<file path="src/rtl/ddr4_rcd_ca_pipe.sv">
// RDIMM register clock driver model for the DDR4 simulation wrappers. It registers the CA bus,
// masks column addresses, checks CA parity with an ALERT_n pulse, and sequences model_enable.
module ddr4_rcd_ca_pipe #(
    parameter int unsigned       RANKS       = 1,
    parameter int unsigned       ADDR_W      = 17,
    parameter int unsigned       BG_W        = 1,
    parameter int unsigned       BA_W        = 2,
    parameter int unsigned       CA_LATENCY  = 1,
    parameter logic [ADDR_W-1:0] COL_MASK    = 17'h1C7FF,
    parameter bit                PAR_EN      = 1'b1,
    parameter int unsigned       ALERT_PULSE = 4,
    parameter int unsigned       EN_DELAY    = 8
) (
    input  logic              c0_ddr4_ck_t,
    input  logic              c0_ddr4_reset_n,
    input  logic              c0_ddr4_act_n,
    input  logic [ADDR_W-1:0] c0_ddr4_adr,
    input  logic [BA_W-1:0]   c0_ddr4_ba,
    input  logic [BG_W-1:0]   c0_ddr4_bg,
    input  logic [RANKS-1:0]  c0_ddr4_cs_n,
    input  logic [RANKS-1:0]  c0_ddr4_cke,
    input  logic [RANKS-1:0]  c0_ddr4_odt,
    input  logic              c0_ddr4_par,
    output logic              q_act_n,
    output logic [ADDR_W-1:0] q_adr,
    output logic [BA_W-1:0]   q_ba,
    output logic [BG_W-1:0]   q_bg,
    output logic [RANKS-1:0]  q_cs_n,
    output logic [RANKS-1:0]  q_cke,
    output logic [RANKS-1:0]  q_odt,
    output logic              model_enable,
    output logic              alert_n,
    output logic [7:0]        par_err_cnt
);

    localparam int unsigned AW = (ALERT_PULSE < 1) ? 1 : $clog2(ALERT_PULSE + 1);
    localparam int unsigned EW = (EN_DELAY < 1) ? 1 : $clog2(EN_DELAY + 1);

    typedef struct packed {
        logic              act_n;
        logic [ADDR_W-1:0] adr;
        logic [BA_W-1:0]   ba;
        logic [BG_W-1:0]   bg;
        logic [RANKS-1:0]  cs_n;
        logic [RANKS-1:0]  cke;
        logic [RANKS-1:0]  odt;
        logic              perr;
    } ca_t;

    localparam ca_t C_IDLE = '{act_n: 1'b1, adr: '0, ba: '0, bg: '0,
                               cs_n: '1, cke: '0, odt: '0, perr: 1'b0};

    typedef enum logic {ST_WAIT, ST_ENABLED} en_state_t;

    logic [2:0]    w_cmd;
    logic          w_is_col;
    logic          w_sel;
    ca_t           w_stage_in;
    logic          w_perr_arrive;
    ca_t           w_out;
    ca_t           r_pipe [CA_LATENCY];
    logic [AW-1:0] r_alert_cnt;
    logic [7:0]    r_err_cnt;
    en_state_t     r_state;
    en_state_t     w_state_next;
    logic [EW-1:0] r_en_cnt;
    logic [EW-1:0] w_en_cnt_next;

    // RAS/CAS/WE live on A16:A14; the shift keeps narrow address buses legal.
    assign w_cmd    = 3'(c0_ddr4_adr >> 14);
    assign w_is_col = c0_ddr4_act_n & ((w_cmd == 3'b100) | (w_cmd == 3'b101));
    assign w_sel    = ~&c0_ddr4_cs_n;

    always_comb begin
        w_stage_in       = C_IDLE;
        w_stage_in.act_n = c0_ddr4_act_n;
        w_stage_in.adr   = w_is_col ? (c0_ddr4_adr & COL_MASK) : c0_ddr4_adr;
        w_stage_in.ba    = c0_ddr4_ba;
        w_stage_in.bg    = c0_ddr4_bg;
        w_stage_in.cs_n  = c0_ddr4_cs_n;
        w_stage_in.cke   = c0_ddr4_cke;
        w_stage_in.odt   = c0_ddr4_odt;
        w_stage_in.perr  = PAR_EN & w_sel &
                           ((^{c0_ddr4_act_n, c0_ddr4_adr, c0_ddr4_bg, c0_ddr4_ba}) != c0_ddr4_par);
    end

    always_ff @(posedge c0_ddr4_ck_t or negedge c0_ddr4_reset_n) begin
        if (!c0_ddr4_reset_n) begin
            for (int unsigned i = 0; i < CA_LATENCY; i++) r_pipe[i] <= C_IDLE;
        end else begin
            r_pipe[0] <= w_stage_in;
            for (int unsigned i = 1; i < CA_LATENCY; i++) r_pipe[i] <= r_pipe[i-1];
        end
    end

    // Alert and error count update on the edge the errored command lands in the output stage.
    generate
        if (CA_LATENCY == 1) begin : g_arrive_direct
            assign w_perr_arrive = w_stage_in.perr;
        end else begin : g_arrive_pipe
            assign w_perr_arrive = r_pipe[CA_LATENCY-2].perr;
        end
    endgenerate

    always_ff @(posedge c0_ddr4_ck_t or negedge c0_ddr4_reset_n) begin
        if (!c0_ddr4_reset_n) begin
            r_alert_cnt <= '0;
            r_err_cnt   <= '0;
        end else begin
            if (w_perr_arrive) begin
                r_alert_cnt <= AW'(ALERT_PULSE);
            end else if (r_alert_cnt != '0) begin
                r_alert_cnt <= r_alert_cnt - 1'b1;
            end
            if (w_perr_arrive && (r_err_cnt != 8'hFF)) begin
                r_err_cnt <= r_err_cnt + 8'd1;
            end
        end
    end

    always_ff @(posedge c0_ddr4_ck_t or negedge c0_ddr4_reset_n) begin
        if (!c0_ddr4_reset_n) begin
            r_state  <= ST_WAIT;
            r_en_cnt <= '0;
        end else begin
            r_state  <= w_state_next;
            r_en_cnt <= w_en_cnt_next;
        end
    end

    always_comb begin
        w_state_next  = r_state;
        w_en_cnt_next = r_en_cnt;
        model_enable  = 1'b0;
        case (r_state)
            ST_WAIT: begin
                w_en_cnt_next = r_en_cnt + 1'b1;
                if (r_en_cnt == EW'(EN_DELAY - 1)) w_state_next = ST_ENABLED;
            end
            ST_ENABLED: model_enable = 1'b1;
            default:    w_state_next = ST_WAIT;
        endcase
    end

    assign w_out       = r_pipe[CA_LATENCY-1];
    assign q_act_n     = w_out.act_n;
    assign q_adr       = w_out.adr;
    assign q_ba        = w_out.ba;
    assign q_bg        = w_out.bg;
    assign q_cs_n      = w_out.perr ? '1 : w_out.cs_n;
    assign q_cke       = w_out.cke;
    assign q_odt       = w_out.odt;
    assign alert_n     = (r_alert_cnt == '0);
    assign par_err_cnt = r_err_cnt;

endmodule

</file>
<file path="config.mk">
export PLATFORM = sky130hd
export DESIGN_NAME = ddr4_rcd_ca_pipe
export DESIGN_NICKNAME = d
export VERILOG_FILES = /design/src/rtl/ddr4_rcd_ca_pipe.sv
export SDC_FILE = /design/constraint.sdc
export NUM_CORES = 1
export LEC_CHECK = 0
export ABC_CLOCK_PERIOD_IN_PS = 4800
export BUFFER_PORTS_ARGS = -buffer_cell sky130_fd_sc_hd__buf_2
export CAP_MARGIN = 10
export CORE_MARGIN = 2
export CORE_UTILIZATION = 54
export DETAILED_ROUTE_END_ITERATION = 10
export PLACE_DENSITY_LB_ADDON = 0.05
export SYNTH_ARGS = -nofsm -noshare
export SYNTH_HDL_FRONTEND = slang
export SYNTH_SLANG_ARGS = --single-unit
</file>
<file path="constraint.sdc">
create_clock -name c0_ddr4_ck_t -period 4.8 [get_ports c0_ddr4_ck_t]
set_clock_uncertainty 0.05 [all_clocks]
set_input_delay 0 -clock c0_ddr4_ck_t [delete_from_list [all_inputs] [get_ports c0_ddr4_ck_t]]
set_output_delay 0 -clock c0_ddr4_ck_t [all_outputs]
set_load 0.1 [all_outputs]
</file>
After elaboration in Yosys (flattened, before gate mapping)
Cells that the tools add are included.
{"block": "word_totals", "ff_bits": 41, "input_bits": 27, "word_cells": 36, "out_inout_bits": 34}
{"block": "op_classes", "add_sub_neg": 3, "n_mux": 7, "n_reduce_logical": 6, "eq_ne": 5, "bitwise_logic": 3}
{"cell": "21-bit parity", "count": 1}
{"cell": "14-bit two-way mux", "count": 1}
{"cell": "8-bit by 1-bit adder with 8-bit output, second input constant", "count": 1}
{"cell": "8-bit != test, second input constant", "count": 1}
{"cell": "3-bit == test, second input constant", "count": 2}
{"cell": "3-bit two-way mux", "count": 2}
{"cell": "4-bit by 1-bit adder with 4-bit output, second input constant", "count": 1}
{"cell": "4-bit by 3-bit == test with 1-bit output, second input constant", "count": 1}
{"cell": "1-bit two-way mux", "count": 4}
{"cell": "3-bit logical NOT", "count": 1}
{"cell": "3-bit nonzero test", "count": 1}
{"cell": "3-bit by 1-bit subtractor with 3-bit output, second input constant", "count": 1}
{"cell": "1-bit bitwise AND", "count": 2}
{"cell": "2-bit nonzero test", "count": 1}
{"cell": "1-bit logical AND", "count": 1}
{"cell": "1-bit logical NOT", "count": 1}
{"cell": "1-bit != test", "count": 1}
{"cell": "1-bit OR", "count": 1}

Depth between registers and ports, before layout
Gate-level depths: netlist of run 1.
{"block": "depth", "depth_word": 4, "depth_mapped": 8, "mapped_depth_nobuf": 7}

Least setup slack after synthesis of run 1
OpenSTA, ideal clock, no wires.
{"block": "synth_path", "path_type": "reg-to-reg", "from": "register r_alert_cnt[0]", "to": "register r_alert_cnt[1]", "stages_incl_launch_ff": 6, "period_less_slack_ns": 2.542, "arrival_time_ns": 2.410, "required_ns": 4.669, "slack_ns": 2.258, "setup_time_ns": 0.081, "path_buffers": 0, "path_cell_list": "dfrtp_1 inv_1 ha_1 nor2b_1 a21oi_1 a21oi_1"}
{"block": "synth_via", "elab_chain_cells": 3, "word_cells_on_any_way": 5, "cone_classes": "add/sub (1); mux (2); reduce/logical (2)"}
{"item": "start: declaration", "line_no": "62", "rtl": "logic [AW-1:0] r_alert_cnt;"}
{"item": "start signal: assignment", "line_no": "111", "rtl": "r_alert_cnt <= AW'(ALERT_PULSE);"}
{"item": "start signal: assignment", "line_no": "113", "rtl": "r_alert_cnt <= r_alert_cnt - 1'b1;"}
{"item": "3-bit by 1-bit subtractor with 3-bit output", "line_no": "113"}
{"item": "3-bit two-way mux", "line_no": "112", "rtl": "end else if (r_alert_cnt != '0) begin"}
{"item": "3-bit two-way mux", "line_no": "110", "rtl": "if (w_perr_arrive) begin"}
Several ways; a longest one is shown, not always the timed one. The select of a mux whose other input is x is not followed.
A chain may end at the register's enable or synchronous reset.

Worst setup path after layout of run 1
{"block": "layout_path", "from": "input c0_ddr4_adr[15]", "to": "register r_err_cnt[6], in the netlist par_err_cnt[6]"}
{"block": "layout_via", "elab_chain_cells": 4}
{"item": "start: declaration", "line_no": "17", "rtl": "input logic [ADDR_W-1:0] c0_ddr4_adr,"}
{"item": "21-bit parity", "line_no": "84", "rtl": "((^{c0_ddr4_act_n, c0_ddr4_adr, c0_ddr4_bg, c0_ddr4_ba}) != c0_ddr4_par);"}
{"item": "1-bit != test", "line_no": "84"}
{"item": "1-bit bitwise AND", "line_no": "83", "rtl": "w_stage_in.perr = PAR_EN & w_sel &"}
{"item": "1-bit logical AND", "line_no": "115", "rtl": "if (w_perr_arrive && (r_err_cnt != 8'hFF)) begin"}
{"item": "end signal: assignment", "line_no": "116", "rtl": "r_err_cnt <= r_err_cnt + 8'd1;"}
{"item": "end: declaration", "line_no": "63", "rtl": "logic [7:0] r_err_cnt;"}
No other way between the ends.

==> results of run 1 <==
layer usage:
metal	wire, um	global-route usage	vias to the layer above
met3	176	0.0563	5
met5	0	0	-
met2	1780	0.342	48
met1	1460	0.212	613
li1	-	-	637
met4	53	0.0851	0
state kept, by name (all words and copies together), names as in the netlist, 2 cells and up:
signal / count
q_adr: 17
par_err_cnt: 8
r_alert_cnt: 3
r_pipe: 2
r_en_cnt: 4
q_ba: 2
kinds of logic after synthesis:
family | count (synthesis)
AOI/OAI and AO/OA | 6
xor gates and xnor gates | 26
adders and majority gates | 5
buffers and inverters | 26
DFF | 41
muxes | 13
and+or+nand+nor | 37
placed cells by master, fill, tap and decap left out:
cell type,instances
a21oi_1,3
a31o_2,1
and2_1,2
and2_2,1
buf_2,60
bufinv_16,1
clkbuf_1,1
clkbuf_4,5
clkinv_2,1
dfrtp_1,39
dfstp_2,2
dlygate4sd3_1,25
ha_1,5
inv_1,5
mux2_2,3
mux2_4,4
mux2i_1,6
nand2_1,9
nand2b_1,2
nand3_1,3
nand3b_1,1
nand4_1,1
nand4b_1,1
nor2_1,4
nor2b_1,1
nor3_1,5
nor3b_1,1
nor4_1,3
nor4b_1,2
o211ai_1,1
o21ai_0,1
or2_2,1
xnor2_1,18
xnor3_1,4
xor2_1,3
xor3_1,1
worst max-delay path: stages:
cell	delay, ns
dlygate4sd3_1	0.52
buf_2	0.11
inv_1	0.04
ha_1	0.29
xnor3_1	0.21
xnor3_1	0.21
xnor3_1	0.73
mux2_4	0.35
mux2_4	0.30
timing repair:
action | in CTS | in global routing
hold buffers | 25 | 0
endpoints found under the setup margin | 0 | 0
hold endpoints to repair | 67 | 0
cell type report:
| cell class | count | area share |
|---|---|---|
| Sequential cell | 41 | 0.414 |
| Multi-Input combinational cell | 87 | 0.302 |
| Timing Repair Buffer | 85 | 0.222 |
| Tap cell | 46 | 0.0232 |
| Clock buffer | 6 | 0.0166 |
| Clock inverter | 2 | 0.0141 |
| Inverter | 5 | 0.00756 |
worst max-delay path by stage:
stage	start	endpoint	slack, ns	cells past startpoint
finish	c0_ddr4_adr[15]	par_err_cnt[6]$_DFFE_PN0P_	2.23	9
global route	c0_ddr4_adr[15]	par_err_cnt[4]$_DFFE_PN0P_	2.12	9
CTS	c0_ddr4_adr[15]	par_err_cnt[6]$_DFFE_PN0P_	2.23	9
detailed placement	c0_ddr4_adr[15]	par_err_cnt[1]$_DFFE_PN0P_	2.37	8
global placement	c0_ddr4_adr[15]	par_err_cnt[1]$_DFFE_PN0P_	2.43	8
floorplan	r_alert_cnt[0]$_DFFE_PN0P_	r_alert_cnt[1]$_DFFE_PN0P_	2.26	5
per-stage QoR:
stage                     power, uW  hold WS (ns)  cells  setup slack [ns]  cell area, um^2
after floorplan                 997        -0.346    154              2.26             1960
after global placement         1060        0.0595    239              2.43             2160
after detailed placement       1080        0.0619    239              2.37             2160
after CTS                      1310         0.231    272              2.23             2480
after global routing           1370         0.214    272              2.12             2480
final                          1300         0.236    272              2.23             2480
power groups by stage:
| stage | Clock (uW) | Combinational, uW | Sequential [uW] |
|---|---|---|---|
| 6_report | 217 | 644 | 438 |
| 5_1_grt | 240 | 683 | 447 |
| 4_1_cts | 224 | 648 | 438 |
| 3_5_place_dp | 0 | 631 | 444 |
| 3_3_place_gp | 0 | 621 | 443 |
| 2_1_floorplan | 0 | 370 | 626 |
==> results.py, run 1 <==
metrics = {
    "status": {
        "status": "finished clean",
    },
    "power": {
        "p_clk_frac": 0.167,
        "p_leak_uw": 0.00121,
        "pwr-share-seq": 0.337,
        "ir_drop_v": 0.000434,
        "switchingPower_uw": 601,
        "swShare": 0.463,
        "p_per_area_mw_per_mm2": 523,
        "power_frac_comb": 0.496,
        "intPower_uw": 698,
    },
    "cells_and_area": {
        "fill_cells": 246,
        "fin_util": 0.727,
        "final_net_count": 257,
        "multi_input_area_um2": 751,
        "drive_gt1_frac": 0.350,
        "ff_latch_area_mm2": 0.00103,
        "area_growth_pct": 26.9,
        "num_antenna_cells": 0,
    },
    "yosys": {
        "yosysUniqueCellTypes": 33,
        "synthArstFlopShare": 1.00,
        "yosysTopAreaCellShare": 0.499,
        "synth_nets": 186,
        "muxShareOfSynthArea": 0.0787,
        "synth_common_cells": "dfrtp_1, buf_4, xnor2_1",
        "ys_top_cells_by_area": "dfrtp_1, xnor2_1, buf_4, xnor3_1, ha_1",
        "yosys.area_share.simple": 0.102,
        "synth_xor_area_frac": 0.152,
        "synth.most_common_cell": "dfrtp_1",
        "ys_ff_latch": 41,
        "yosysTopAreaCell": "dfrtp_1",
        "synth_area_per_cell_um2": 12.7,
        "synth_compound_area_frac": 0.0186,
        "syn-cell-area_mm2": 0.00196,
        "synth_top_family_by_area": "XOR/XNOR gates",
        "synth-edff-count": 0,
        "synthCells": 154,
        "synth-adder-area-share": 0.0320,
        "synth_top_flop_cell": "dfrtp_1",
        "ys.warnings.count": 0,
        "yosysSeqAreaShare": 0.526,
    },
    "setup_path": {
        "arrival_ns": 2.76,
        "r2r_slack_ns": 2.79,
        "r2r-start": "par_err_cnt[0]$_DFFE_PN0P_",
        "required_ns": 4.99,
        "crit_type": "in -> reg",
        "crit_fanout": 9,
        "reg2reg_depth": 6,
        "crit_path_end_kind": "register",
        "critical_path.startpoint_type": "primary input",
        "timing.rr.end": "par_err_cnt[1]$_DFFE_PN0P_",
    },
    "placement": {
        "dp.final_hpwl_mm": 2.28,
        "io_buffers": 60,
        "place_congestion": 0.746,
    },
    "route": {
        "vias": 1303,
        "dr.pass1.iters": 4,
        "wl_mm": 3.46,
        "drc": 0,
        "avgViaCountPerCell": 4.79,
        "ant_nets": 0,
        "drtIter0Drc": 55,
        "detail_route.wl_per_cell_um": 12.7,
    },
    "floorplan": {
        "die_y_um": 64.2,
        "initial_utilization": 0.573,
        "die-area_mm2": 0.00412,
        "core-area_mm2": 0.00342,
        "die_width_um": 64.2,
        "placementRows": 21,
        "io_pins": 61,
    },
    "cts": {
        "insertion_delay_ns": 0.35,
        "ctsHtreeMaxLevel": 2,
        "cts_resized": 0,
        "cts_made_buffers": 5,
        "cts_tree": "built",
        "clkTransAtPathRegs_ns": 0.12,
        "clock-sinks": 41,
        "root_buffer": "clkbuf_4",
        "post_cts_buffers": 0,
        "cts_max_path_buffers": 2,
    },
    "timing": {
        "rsz0062_at_grt": "no",
        "setup_viol": 0,
        "relSlewSlack": 0.422,
        "period_share": 0.536,
        "final-hold-violation-count": 0,
        "min_period_ns": 2.57,
        "slew_violations": 0,
        "max_freq_mhz": 389,
        "tns_ns": 0,
        "worst_slew_pin_slew_ns": 0.867,
    },
    "min_path": {
        "min_path_type": "in -> async",
    },
    "global_route": {
        "antenna_found_initial": 0,
        "grt_max_degree": 42,
        "track_usage": 0.192,
        "grt.overflow.total": 0,
        "grt_pass1_vias": 1418,
        "grt_pass1_wl_mm": 5.93,
    },
    "flow_run": {
        "cap_violations": 0,
    },
}
No activity file was read; power rests on OpenSTA's default activity.
==> inputs of run 2 (changes only) <==
ABC_CLOCK_PERIOD_IN_PS = 2500   (was 4800)
CORE_UTILIZATION = 50   (was 54)
clock period = 2.5 ns   (was 4.8 ns; I/O delays follow)
==> run 2 against run 1 <==
Net effect:
- setup slack got worse by 2.0 ns
- clock power rose to 2.6 times the previous value
- global-route usage fell by 0.26 points
- via count rose by 1.6%
- final area rose by 2.3%
- utilization fell by 4.4 points
- wire length rose by 4.0%
- register-to-register slack got worse by 2.3 ns
- die area rose by 7.5%
==> results.py, run 2 (synthesis results as in run 1) <==
metrics = {
    "status": {
        "status": "finished clean",
    },
    "timing": {
        "tns_ns": 0,
        "max_freq_mhz": 435,
        "setup_viol": 0,
        "relSlewSlack": 0.413,
        "worst_slew_pin_slew_ns": 0.880,
        "final-hold-violation-count": 0,
        "period_share": 0.920,
        "rsz0062_at_grt": "no",
        "min_period_ns": 2.30,
        "slew_violations": 0,
    },
    "setup_path": {
        "r2r_slack_ns": 0.51,
        "r2r-start": "par_err_cnt[1]$_DFFE_PN0P_",
        "reg2reg_depth": 6,
        "crit_fanout": 7,
        "required_ns": 2.63,
        "timing.rr.end": "par_err_cnt[1]$_DFFE_PN0P_",
        "crit_type": "in -> reg",
        "crit_path_end_kind": "register",
        "arrival_ns": 2.43,
        "critical_path.startpoint_type": "primary input",
    },
    "cells_and_area": {
        "fin_util": 0.683,
        "mostFrequentLayoutCell": "buf_2",
        "final_cell_mix": "buf_2, dfrtp_1, dlygate4sd3_1, xnor2_1, nand2_1",
        "layout.cells.non_filler": 275,
        "largest_reg_flops": 17,
        "final_net_count": 258,
        "num_antenna_cells": 0,
        "drive_gt1_frac": 0.370,
        "area_growth_pct": 29.8,
    },
    "global_route": {
        "grt.overflow.total": 0,
        "grt_pass1_wl_mm": 6.14,
        "antenna_found_initial": 0,
        "grt_pass1_vias": 1365,
        "grt_max_degree": 42,
        "track_usage": 0.190,
    },
    "flow_run": {
        "cap_violations": 0,
    },
    "placement": {
        "place_congestion": 0.834,
        "placedCellCount": 242,
        "io_buffers": 60,
        "dp.final_hpwl_mm": 2.46,
    },
    "route": {
        "ant_nets": 0,
        "drc": 0,
        "detail_route.wl_per_cell_um": 13.1,
        "avgViaCountPerCell": 4.81,
        "dr.pass1.iters": 4,
        "vias": 1324,
        "drtIter0Drc": 59,
        "wl_mm": 3.60,
    },
    "cts": {
        "cts_made_buffers": 5,
        "clock-sinks": 41,
        "clkTransAtPathRegs_ns": 0.07,
        "post_cts_buffers": 0,
        "ctsHtreeMaxLevel": 2,
        "insertion_delay_ns": 0.29,
        "root_buffer": "clkbuf_8",
        "cts_max_path_buffers": 2,
        "cts_tree": "built",
    },
    "min_path": {
        "hold_start": "c0_ddr4_adr[16]",
        "holdPathEnd": "q_adr[11]$_DFF_PN0_",
        "min_path_type": "in -> reg",
        "holdPathStages": 4,
    },
    "power": {
        "ir_drop_v": 0.000947,
        "p_total_uw": 2670,
        "p_leak_uw": 0.00123,
        "p_per_area_mw_per_mm2": 1050,
    },
    "floorplan": {
        "io_pins": 61,
        "initial_utilization": 0.526,
        "placementRows": 22,
        "die_y_um": 66.5,
        "core-area_mm2": 0.00372,
        "die-area_mm2": 0.00443,
        "die_width_um": 66.5,
    },
}
-- run 2: changes by cell type in the layout (fill, tap and decap cells not counted), sizes merged --
| cell | previous run | this run |
|---|---|---|
| buf | 60 | 61 |
| clkbuf | 6 | 7 |
| clkinv | 1 | 0 |
-- run 2: worst max path at each step --
stage                               start                         end  cells after the start
2_1_floorplan  par_err_cnt[2]$_DFFE_PN0P_  par_err_cnt[1]$_DFFE_PN0P_                      5
3_3_place_gp              c0_ddr4_adr[15]  par_err_cnt[1]$_DFFE_PN0P_                      8
3_5_place_dp              c0_ddr4_adr[15]  par_err_cnt[1]$_DFFE_PN0P_                      8
4_1_cts                   c0_ddr4_adr[14]  par_err_cnt[1]$_DFFE_PN0P_                      7
5_1_grt                   c0_ddr4_adr[10]  par_err_cnt[1]$_DFFE_PN0P_                      7
6_report                  c0_ddr4_adr[14]  par_err_cnt[1]$_DFFE_PN0P_                      7
-- run 2: report_power, final --
part / leakage (uW) / internal [uW] / switching [uW] / total (uW)
Clock: 0.0000585 / 326 / 229 / 555
Sequential: 0.000486 / 768 / 83.9 / 852
Combinational: 0.000685 / 388 / 879 / 1270
Total: 0.00123 / 1480 / 1190 / 2670
-- run 2: per-stage QoR --
step / cell area [um^2] / setup WS, ns / hold slack [ns]
after floorplan: 1960 / 0.141 / -0.346
after global routing: 2540 / 0.108 / 0.194
after global placement: 2170 / 0.209 / 0.0619
after detailed placement: 2170 / 0.125 / 0.0594
after CTS: 2540 / 0.0787 / 0.155
final: 2540 / 0.199 / 0.156
-- run 2: area by class of cell --
type	count	area [um^2]
inverters	5	18.8
flip-flops and latches	41	1030
clock buffers	7	86.3
repair buffers	86	558
multi-input cells	87	754
well taps	48	60.1
fillers	300	1180
clock inverters	1	30.0
-- run 2: what timing repair did --
action / CTS / global route
endpoints found under the setup margin: 0 / 1
hold endpoints to repair: 64 / 0
hold buffers: 25 / 0
gates resized for setup: 0 / 1
-- run 2: routing by layer --
| metal | part of all wire | track usage | vias up |
|---|---|---|---|
| met3 | 0.057 | 0.0541 | 6 |
| met1 | 0.43 | 0.216 | 635 |
| met2 | 0.50 | 0.334 | 41 |
| li1 | - | - | 642 |
| met4 | 0.015 | 0.0765 | 0 |
| met5 | 0 | 0 | - |
-- run 2: critical path, stage by stage --
cell and delay (ns):
dlygate4sd3_1 0.53, buf_2 0.13, xnor3_1 0.37, xnor3_1 0.22, xnor3_2 0.54, mux2_4 0.34
mux2_4 0.30
